<file path="config.mk">
export PLATFORM = sky130hd
export DESIGN_NAME = pipe_ctrl
export DESIGN_NICKNAME = d
export VERILOG_FILES = /design/src/rtl/pipe_ctrl_pkg.sv /design/src/rtl/pipe_ctrl_hazard_detect.sv /design/src/rtl/pipe_ctrl.sv
export SDC_FILE = /design/constraint.sdc
export NUM_CORES = 1
export LEC_CHECK = 0
export ABC_AREA = 1
export CORE_MARGIN = 2
export CORE_UTILIZATION = 40
export DETAILED_ROUTE_END_ITERATION = 16
export PLACE_DENSITY = 0.78
export SLEW_MARGIN = 30
export SYNTH_ARGS = -nofsm -noshare
export SYNTH_HDL_FRONTEND = slang
export SYNTH_SLANG_ARGS = --single-unit
</file>
<file path="constraint.sdc">
create_clock -name clk -period 1.95 [get_ports clk]
set_input_delay 0.39 -clock clk [delete_from_list [all_inputs] [get_ports clk]]
set_output_delay 0.39 -clock clk [all_outputs]
set_load 0.05 [all_outputs]
</file>
<file path="src/rtl/pipe_ctrl_pkg.sv">
// -----------------------------------------------------------------------------
// pipe_ctrl_pkg
// Shared definitions for the pipeline hazard/flush controller: the controller
// state encoding and the architectural zero register index.
// No ports (package).
// -----------------------------------------------------------------------------
package pipe_ctrl_pkg;

    // Controller states; encodings are fixed so debug probes can decode them.
    typedef enum logic [1:0] {
        PIPE_ST_RUN      = 2'd0,
        PIPE_ST_REDIRECT = 2'd1,
        PIPE_ST_MEM_WAIT = 2'd2
    } pipe_state_e;

    // x0 is hardwired to zero, so a write to it can never create a hazard.
    localparam logic [4:0] REG_ZERO = 5'd0;

endpackage

</file>
<file path="src/rtl/pipe_ctrl_hazard_detect.sv">
// -----------------------------------------------------------------------------
// pipe_hazard_detect
// Purely combinational load-use comparator. Flags when the instruction in
// decode reads a register that the load currently in execute will write.
// Kept separate so a future forwarding unit can reuse the same comparator.
//
// Ports:
//   rs1_i, rs2_i         D-stage source register indices
//   rs1_used_i, rs2_used_i  D-stage instruction actually reads rs1 / rs2
//   mem_ren_i            E-stage instruction is a load
//   wb_rd_i              E-stage destination register
//   load_use_o           decode must wait one cycle for the load data
// -----------------------------------------------------------------------------
module pipe_hazard_detect
    import pipe_ctrl_pkg::*;
(
    input  logic [4:0] rs1_i,
    input  logic [4:0] rs2_i,
    input  logic       rs1_used_i,
    input  logic       rs2_used_i,
    input  logic       mem_ren_i,
    input  logic [4:0] wb_rd_i,
    output logic       load_use_o
);

    logic rs1Hit;
    logic rs2Hit;

    // A match only counts when the operand is really read, and never for x0.
    always_comb begin
        rs1Hit     = rs1_used_i && (rs1_i == wb_rd_i);
        rs2Hit     = rs2_used_i && (rs2_i == wb_rd_i);
        load_use_o = mem_ren_i && (wb_rd_i != REG_ZERO) && (rs1Hit || rs2Hit);
    end

endmodule

</file>
<file path="src/rtl/pipe_ctrl.sv">
// -----------------------------------------------------------------------------
// pipe_ctrl
// Central hazard and flush controller for the 5-stage F/D/E/M/W pipeline.
// Produces the stall/flush strobes for the pipeline registers, owns the fetch
// redirect after an execute-stage mispredict (held across dmem wait states),
// and runs a sticky watchdog for a data memory that never becomes ready.
//
// Optional build macro: PIPE_CTRL_PERF_EN adds three 32-bit event counters
// (load-use stalls, mispredicts, memory-wait cycles).
//
// Ports:
//   clk, rst                     clock, synchronous active-high reset
//   decode_i_*                   D-stage source register usage
//   regE_i_mem_ren, regE_i_wb_rd E-stage load and destination
//   exe_i_mispredict/_target     E-stage branch resolution
//   regM_i_mem_req, dmem_i_ready M-stage memory handshake
//   ctrl_o_*                     stall/flush strobes, redirect, watchdog
//   ctrl_o_perf_*                event counters (PIPE_CTRL_PERF_EN only)
// -----------------------------------------------------------------------------
module pipe_ctrl
    import pipe_ctrl_pkg::*;
#(
    parameter int unsigned XLEN        = 64,
    parameter int unsigned MEM_TIMEOUT = 255,
    parameter int unsigned TO_W        = 8
) (
    input  logic            clk,
    input  logic            rst,
    input  logic [4:0]      decode_i_rs1,
    input  logic [4:0]      decode_i_rs2,
    input  logic            decode_i_rs1_used,
    input  logic            decode_i_rs2_used,
    input  logic            regE_i_mem_ren,
    input  logic [4:0]      regE_i_wb_rd,
    input  logic            exe_i_mispredict,
    input  logic [XLEN-1:0] exe_i_target,
    input  logic            regM_i_mem_req,
    input  logic            dmem_i_ready,
    output logic            ctrl_o_pc_stall,
    output logic            ctrl_o_regD_stall,
    output logic            ctrl_o_regD_flush,
    output logic            ctrl_o_regE_stall,
    output logic            ctrl_o_regE_flush,
    output logic            ctrl_o_regM_stall,
    output logic            ctrl_o_regW_flush,
    output logic            ctrl_o_redirect_valid,
    output logic [XLEN-1:0] ctrl_o_redirect_pc,
    output logic            ctrl_o_mem_timeout
`ifdef PIPE_CTRL_PERF_EN
    ,
    output logic [31:0]     ctrl_o_perf_loaduse,
    output logic [31:0]     ctrl_o_perf_mispred,
    output logic [31:0]     ctrl_o_perf_memwait
`endif
);

    localparam logic [TO_W-1:0] TIMEOUT_CNT = TO_W'(MEM_TIMEOUT);
    localparam logic [TO_W-1:0] CNT_MAX     = {TO_W{1'b1}};

    pipe_state_e     state_q, state_d;
    logic [XLEN-1:0] redir_pc_q, redir_pc_d;
    logic            redir_pend_q, redir_pend_d;
    logic [TO_W-1:0] wait_cnt_q, wait_cnt_d;
    logic            timeout_q, timeout_d;

    logic memStall;
    logic loadUse;
    logic loadUseAcc;
    logic mispredAcc;

    pipe_hazard_detect u_hazard (
        .rs1_i      (decode_i_rs1),
        .rs2_i      (decode_i_rs2),
        .rs1_used_i (decode_i_rs1_used),
        .rs2_used_i (decode_i_rs2_used),
        .mem_ren_i  (regE_i_mem_ren),
        .wb_rd_i    (regE_i_wb_rd),
        .load_use_o (loadUse)
    );

    assign memStall = regM_i_mem_req && !dmem_i_ready;

    // State and watchdog registers.
    always_ff @(posedge clk) begin
        if (rst) begin
            state_q      <= PIPE_ST_RUN;
            redir_pc_q   <= '0;
            redir_pend_q <= 1'b0;
            wait_cnt_q   <= '0;
            timeout_q    <= 1'b0;
        end else begin
            state_q      <= state_d;
            redir_pc_q   <= redir_pc_d;
            redir_pend_q <= redir_pend_d;
            wait_cnt_q   <= wait_cnt_d;
            timeout_q    <= timeout_d;
        end
    end

    // Next-state and strobe generation. A memory stall freezes everything up
    // to M and bubbles W; otherwise a pending redirect beats a fresh mispredict,
    // which beats a load-use hazard. The cycle that leaves MEM_WAIT behaves
    // like RUN, and a redirect parked during the wait issues one cycle later.
    always_comb begin
        state_d      = state_q;
        redir_pc_d   = redir_pc_q;
        redir_pend_d = redir_pend_q;
        wait_cnt_d   = wait_cnt_q;
        timeout_d    = timeout_q;

        ctrl_o_pc_stall       = 1'b0;
        ctrl_o_regD_stall     = 1'b0;
        ctrl_o_regD_flush     = 1'b0;
        ctrl_o_regE_stall     = 1'b0;
        ctrl_o_regE_flush     = 1'b0;
        ctrl_o_regM_stall     = 1'b0;
        ctrl_o_regW_flush     = 1'b0;
        ctrl_o_redirect_valid = 1'b0;
        loadUseAcc            = 1'b0;
        mispredAcc            = 1'b0;

        if (memStall) begin
            ctrl_o_pc_stall   = 1'b1;
            ctrl_o_regD_stall = 1'b1;
            ctrl_o_regE_stall = 1'b1;
            ctrl_o_regM_stall = 1'b1;
            ctrl_o_regW_flush = 1'b1;
            wait_cnt_d = (wait_cnt_q == CNT_MAX) ? CNT_MAX : wait_cnt_q + 1'b1;
            if (wait_cnt_d >= TIMEOUT_CNT) begin
                timeout_d = 1'b1;
            end
            state_d = PIPE_ST_MEM_WAIT;
            case (state_q)
                PIPE_ST_RUN:      redir_pend_d = 1'b0;
                PIPE_ST_REDIRECT: redir_pend_d = 1'b1;
                default:          redir_pend_d = redir_pend_q;
            endcase
        end else begin
            wait_cnt_d = '0;
            if (state_q == PIPE_ST_REDIRECT) begin
                ctrl_o_redirect_valid = 1'b1;
                ctrl_o_regD_flush     = 1'b1;
                state_d               = PIPE_ST_RUN;
            end else begin
                redir_pend_d = 1'b0;
                if ((state_q == PIPE_ST_MEM_WAIT) && redir_pend_q) begin
                    state_d = PIPE_ST_REDIRECT;
                end else begin
                    state_d = PIPE_ST_RUN;
                end
                if (exe_i_mispredict) begin
                    ctrl_o_regD_flush = 1'b1;
                    ctrl_o_regE_flush = 1'b1;
                    mispredAcc        = 1'b1;
                    // An already-parked target is older and must not be lost.
                    if (state_d != PIPE_ST_REDIRECT) begin
                        redir_pc_d = exe_i_target;
                    end
                    state_d = PIPE_ST_REDIRECT;
                end else if (loadUse) begin
                    ctrl_o_pc_stall   = 1'b1;
                    ctrl_o_regD_stall = 1'b1;
                    ctrl_o_regE_flush = 1'b1;
                    loadUseAcc        = 1'b1;
                end
            end
        end

        // Reset drains the pipe with bubbles and never stalls.
        if (rst) begin
            ctrl_o_pc_stall       = 1'b0;
            ctrl_o_regD_stall     = 1'b0;
            ctrl_o_regE_stall     = 1'b0;
            ctrl_o_regM_stall     = 1'b0;
            ctrl_o_regD_flush     = 1'b1;
            ctrl_o_regE_flush     = 1'b1;
            ctrl_o_regW_flush     = 1'b1;
            ctrl_o_redirect_valid = 1'b0;
        end
    end

    assign ctrl_o_redirect_pc = ctrl_o_redirect_valid ? redir_pc_q : '0;
    assign ctrl_o_mem_timeout = timeout_q;

`ifdef PIPE_CTRL_PERF_EN
    logic [31:0] perfLoadUse_q;
    logic [31:0] perfMispred_q;
    logic [31:0] perfMemWait_q;

    // Free-running event counters; they wrap naturally at 2^32.
    always_ff @(posedge clk) begin
        if (rst) begin
            perfLoadUse_q <= '0;
            perfMispred_q <= '0;
            perfMemWait_q <= '0;
        end else begin
            if (loadUseAcc) perfLoadUse_q <= perfLoadUse_q + 32'd1;
            if (mispredAcc) perfMispred_q <= perfMispred_q + 32'd1;
            if (memStall)   perfMemWait_q <= perfMemWait_q + 32'd1;
        end
    end

    assign ctrl_o_perf_loaduse = perfLoadUse_q;
    assign ctrl_o_perf_mispred = perfMispred_q;
    assign ctrl_o_perf_memwait = perfMemWait_q;
`else
    logic unusedAcc;
    assign unusedAcc = loadUseAcc ^ mispredAcc;
`endif

endmodule

</file>
==> Word-level counts from Yosys, hierarchy flattened <==
Index checks and enable logic that the tools add are counted.
{ "totals": {"regBits": 76, "input_bits": 87, "out_inout_bits": 73, "word_cells": 63} }
{ "op_classes": {"add_sub_neg": 1, "order_cmp": 1, "n_eq_ne": 8, "n_mux": 30, "bitwise": 2, "n_reduce_logical": 15} }
{ "ops": {"columns": ["operator", "n"], "rows": [
  ["2-to-1 mux 64 bit", 1],
  ["2-to-1 mux 1 bit", 22],
  ["equality test 5 bit", 2],
  ["2-to-1 mux 2 bit", 5],
  ["adder 8 x 1 -> 8 bit (second input constant)", 1],
  ["equality test 8 bit (second input constant)", 1],
  [">= comparator 8 bit (second input constant)", 1],
  ["2-to-1 mux 8 bit", 1],
  ["logical AND 1 bit", 6],
  ["nonzero test 5 bit", 1],
  ["AND reduction 2 bit", 2],
  ["AND reduction 4 bit", 1],
  ["inequality test 3 x 1 -> 1 bit (second input constant)", 1],
  ["OR reduction 3 bit", 1],
  ["equality test 2 x 1 -> 1 bit (second input constant)", 1],
  ["equality test 2 bit (second input constant)", 1],
  ["logical NOT 2 bit", 1],
  ["inequality test 2 x 1 -> 1 bit (second input constant)", 1],
  ["inequality test 2 bit (second input constant)", 1],
  ["inverter 1 bit", 2],
  ["case mux 1 bit (2 select lines)", 1],
  ["OR reduction 2 bit", 1],
  ["logical NOT 1 bit", 1],
  ["logical OR 1 bit", 1]
]} }

==> Logic depth before layout (Yosys ltp) <==
{ "depth": {"ltp_word": 9, "ltp_mapped": 10, "ltp_nobuf": 9} }

==> Cells and area by module <==
Synthesis repeated with hierarchy kept, for this count alone.
{ "hier_totals": {"cells_unflattened": 502, "hier_area_um2": 4043.9} }
{ "by_module_without_submodules": {"columns": ["mod", "n_inst", "cells_per_inst", "area_per_inst_um2", "seq_area_each_um2"], "rows": [
  ["pipe_ctrl", 1, 447, 3827.4, 1521.5],
  ["pipe_hazard_detect", 1, 55, 216.5, 0.0]
]} }

==> Worst setup path before layout <==
Ideal clock, no wire load.
{ "synth_timing": {"path_kind": "input to output", "start": "in regM_i_mem_req", "end": "out ctrl_o_redirect_pc[10]", "arrival_ns": 2.732, "required_ns": 1.560, "setup_slack_ns": -1.172, "path_stages": 8, "path_cell_list": "inv_1 nor2_2 inv_2 nand2_1 nor2_1 inv_2 buf_2 nor2_1"} }
{ "synth_via": {"elab_chain_cells": 4} }
{ "synth_rtl": {"columns": ["element", "line_no", "text"], "rows": [
  ["from (decl)", "pipe_ctrl.sv:37", "input logic regM_i_mem_req,"],
  ["logical AND 1 bit", "pipe_ctrl.sv:81", "assign memStall = regM_i_mem_req && !dmem_i_ready;"],
  ["2-to-1 mux 1 bit", "pipe_ctrl.sv:122", "if (memStall) begin"],
  ["2-to-1 mux 1 bit", "pipe_ctrl.sv:170", "if (rst) begin"],
  ["net ctrl_o_redirect_valid", "pipe_ctrl.sv:46", "output logic ctrl_o_redirect_valid,"],
  ["2-to-1 mux 64 bit", "pipe_ctrl.sv:182", "assign ctrl_o_redirect_pc = ctrl_o_redirect_valid ? redir_pc_q : '0;"],
  ["to (decl)", "pipe_ctrl.sv:47", "output logic [XLEN-1:0] ctrl_o_redirect_pc,"]
]} }
The timed path passes the listed nets, and every way through them passes these cells.

==> Worst setup path after layout <==
{ "layout_timing": {"start": "reg state_q[0]", "end": "out ctrl_o_redirect_pc[8]"} }
{ "layout_via": {"elab_chain_cells": 5} }
{ "layout_rtl": {"columns": ["element", "line_no", "text"], "rows": [
  ["from (decl)", "pipe_ctrl.sv:60", "pipe_state_e state_q, state_d;"],
  ["from (signal assigned)", "pipe_ctrl.sv:92", "state_q <= state_d;"],
  ["equality test 2 x 1 -> 1 bit", "pipe_ctrl.sv:140", "if (state_q == PIPE_ST_REDIRECT) begin"],
  ["2-to-1 mux 1 bit", "pipe_ctrl.sv:140", null],
  ["2-to-1 mux 1 bit", "pipe_ctrl.sv:122", null],
  ["2-to-1 mux 1 bit", "pipe_ctrl.sv:170", null],
  ["2-to-1 mux 64 bit", "pipe_ctrl.sv:182", null]
]} }
No other way between the ends.

==> impl_metrics.csv <==
group,metric,value,unit
power,p_per_area,568.1,mW/mm²
min_path,hold_end,"state_q[0]",
routing,avgRoutedWirePerCell,14.93,µm
setup_path,crit_path_end_kind,"output pin",
min_path,min_delay_path_depth,3,
final_layout,finalInstanceArea,0.006845,mm²
cts,ctsLongestPathBuffers,2,
final_layout,final_common_cell,"inv_1",
routing,top_layer,"met4",
sta,layout_setup_ws,-0.02677,ns
setup_path,path_max_fanout,6,
routing,final_antenna_net_count,0,
cts,cts_root_buf,"clkbuf_8",
floorplan,die-height,96.24,µm
setup_path,r2r-start,"wait_cnt_q[0]",
run_status,violations,"negative setup slack",
global_route,grt_antenna_before_repair,0,
cts,ctsHoldBuffers,0,
placement,dp_hpwl,7949,µm
power,clock_power_share,33.9,%
sta,finalCriticalPeriod,1.977,ns
global_route,first_global_vias,3765,
final_layout,num_antenna_cells,0,
min_path,hold_path_class,"in2reg",
setup_path,required,1.56,ns
job,maxCapViolations,0,
routing,post-route-drc-count,0,
synth,syn-num-nets,573,
floorplan,initial_core_util,41.42,%
sta,finalHoldViolCount,0,
setup_path,worstPathArrival,1.59,ns
floorplan,dieArea,0.009262,mm²
sta,fin_tns_setup,-0.09295,ns
sta,min_period_over_period,101.4,%
floorplan,io_pins,160,
synth,syn_area_per_cell,7.017,µm²
power,netSwitchingFraction,27.84,%
routing,vias,3803,
floorplan,die_w,96.24,µm
routing,via_per_inst,4.952,
routing,met3_length,548,µm
setup_path,setup.worst_path.start_class,"register",
global_route,grt_pass1_wl,17380,µm
setup_path,rrSetupSlack,0.35,ns
cts,htree_levels,3,
setup_path,worstSetupPathType,"reg2out",
synth,netlist_instances,485,
routing,met2_length,6083,µm
placement,io_buffers,159,
routing,drt_wl_total,11460,µm
final_layout,final_nets,748,
setup_path,setup.worst_path.start,"state_q[0]",
placement,placed_cell_area,0.006337,mm²
placement,globalplace.congestion,0.8641,
synth,ys_types,28,
sta,worst_slew_pin_slew,0.4946,ns
power,peakVddDrop,362.2,µV
cts,tritoncts,"yes",
setup_path,r2r_end,"ctrl_o_mem_timeout",
routing,drt-pass1-iter-count,4,
final_layout,layout_common_cells,"inv_1 (80), dfxtp_1 (75), a21oi_1 (70)",
routing,met1_length,4459,µm
power,p_leak,2.660,nW
setup_path,worst-r2r-cell-count,9,
power,p_int,0.002806,W
global_route,grt_max_degree,47,
power,p_switching,0.001083,W
synth,synthArstFlopShare,0,%
final_layout,drive_gt1_share,32.58,%
synth,ys_ff_latch,76,
synth,synth_enable_flop_cells,0,
global_route,grt_overflow,0,
cts,clkLatencyLatePin,0.34,ns
final_layout,area_growth,101.1,%
sta,slew_headroom,66.92,%
sta,slew_viol_final,0,
synth,synth_area,0.003403,mm²
floorplan,core,0.008217,mm²
synth,yosysWarnings,0,
cts,cts_buffers,9,
power,pwr-share-comb,22.5,%
sta,fin_skew,0.01426,ns
placement,pre_cts_slack,-0.4063,ns
cts,clock_sinks,76,
min_path,hp-start,"exe_i_mispredict",
run_status,outcome,"complete, but fails checks",
routing,drt-initial-drc-count,88,
cts,cts.clk_slew.worst_paths,0.08,ns
floorplan,rows,33,
sta,max_freq,0.5059,GHz
sta,rsz0062_at_grt,"true",
global_route,gr-usage-all-layers,24.03,%
synth,ys_seq_area_share,44.71,%
power,power_frac_seq,43.6,%
synth,synth_flop_cell,"dfxtp_1",
sta,finalSetupViolations,9,
power groups by stage:
stage	logic (W)	clock network, W	registers [W]
final	0.000874	0.00132	0.00170
after global routing	0.000943	0.00139	0.00170
after CTS	0.000845	0.00133	0.00169
after detailed placement	0.000830	0	0.00173
after global placement	0.000803	0	0.00173
after floorplan	0.000473	0	0.00172
cell usage after synthesis (5+ instances only):
| cell | n | area, µm² |
|---|---|---|
| nand3_1 | 11 | 55.05 |
| dfxtp_1 | 76 | 1521 |
| nor2_1 | 86 | 322.8 |
| inv_1 | 86 | 322.8 |
| o21ai_1 | 42 | 210.2 |
| o21ai_0 | 26 | 130.1 |
| nand2_1 | 30 | 112.6 |
| a21oi_1 | 70 | 350.3 |
| clkbuf_1 | 6 | 22.52 |
| buf_4 | 9 | 67.56 |
| xor2_1 | 5 | 43.79 |
| buf_2 | 14 | 70.07 |
area by class of cell:
type / count / area, µm²
flip-flops and latches: 76 / 1523
multi-input cells: 289 / 1938
fillers: 483 / 1371
clock inverters: 4 / 73.82
repair inverters: 1 / 11.26
repair buffers: 193 / 2668
well taps: 105 / 131.4
inverters: 90 / 362.8
clock buffers: 10 / 137.6
layer usage:
layer | global-route usage (%) | vias up
li1 | - | 1871
met1 | 27.59 | 1785
met2 | 43.52 | 117
met3 | 4.855 | 30
met4 | 9.167 | 0
met5 | 0 | -
metrics by stage:
stage	hold WS, ns	util, %	std cells	total power, W
after CTS	0.4742	81.19	763	0.003869
after detailed placement	0.4559	77.13	743	0.002561
after global routing	0.4476	83.31	768	0.004036
final	0.4389	83.31	768	0.003889
after floorplan	0.4476	-	485	0.002195
after global placement	0.4559	77.13	743	0.002528
registers in the layout, summed over array words and instances (netlist names):
| name | flops |
|---|---|
| redir_pc_q | 64 |
| wait_cnt_q | 8 |
| redir_pend_q | 1 |
| ctrl_o_mem_timeout | 1 |
| state_q | 2 |
repair_timing:
item,in CTS,in global routing
resized for setup,43,30
cloned,2,3
setup buffers,4,2
endpoints found under the setup margin,72,68
pin swaps,14,20
logic make-up (layout without fill, tap and decap cells):
family / count (synthesis) / after routing / synth area share (%)
xor gates and xnor gates: 7 / 7 / 1.802
and+or+nand+nor: 138 / 138 / 16.73
AOI/OAI and AO/OA: 143 / 143 / 21.43
adders and majority gates: 1 / 1 / 0.3676
buffers and inverters: 120 / 298 / 14.96
DFF: 76 / 76 / 44.71
worst max-delay path by stage:
stage	end	slack, ns	cells past startpoint
global route	ctrl_o_redirect_pc[8]	-0.09	7
detailed placement	ctrl_o_redirect_pc[6]	-0.41	10
finish	ctrl_o_redirect_pc[8]	-0.03	7
CTS	ctrl_o_redirect_pc[35]	-0.08	8
floorplan	ctrl_o_redirect_pc[10]	-0.08	8
global placement	ctrl_o_redirect_pc[33]	-0.37	10
worst max-delay path, cell delays in order (launching register included):
cell and delay [ns]:
dfxtp_1 0.39, nand2_4 0.08, nor2_4 0.18, buf_12 0.15, inv_8 0.04, buf_12 0.14, nor2_4 0.13, buf_12 0.14
No activity file was read; power rests on OpenSTA's default activity.
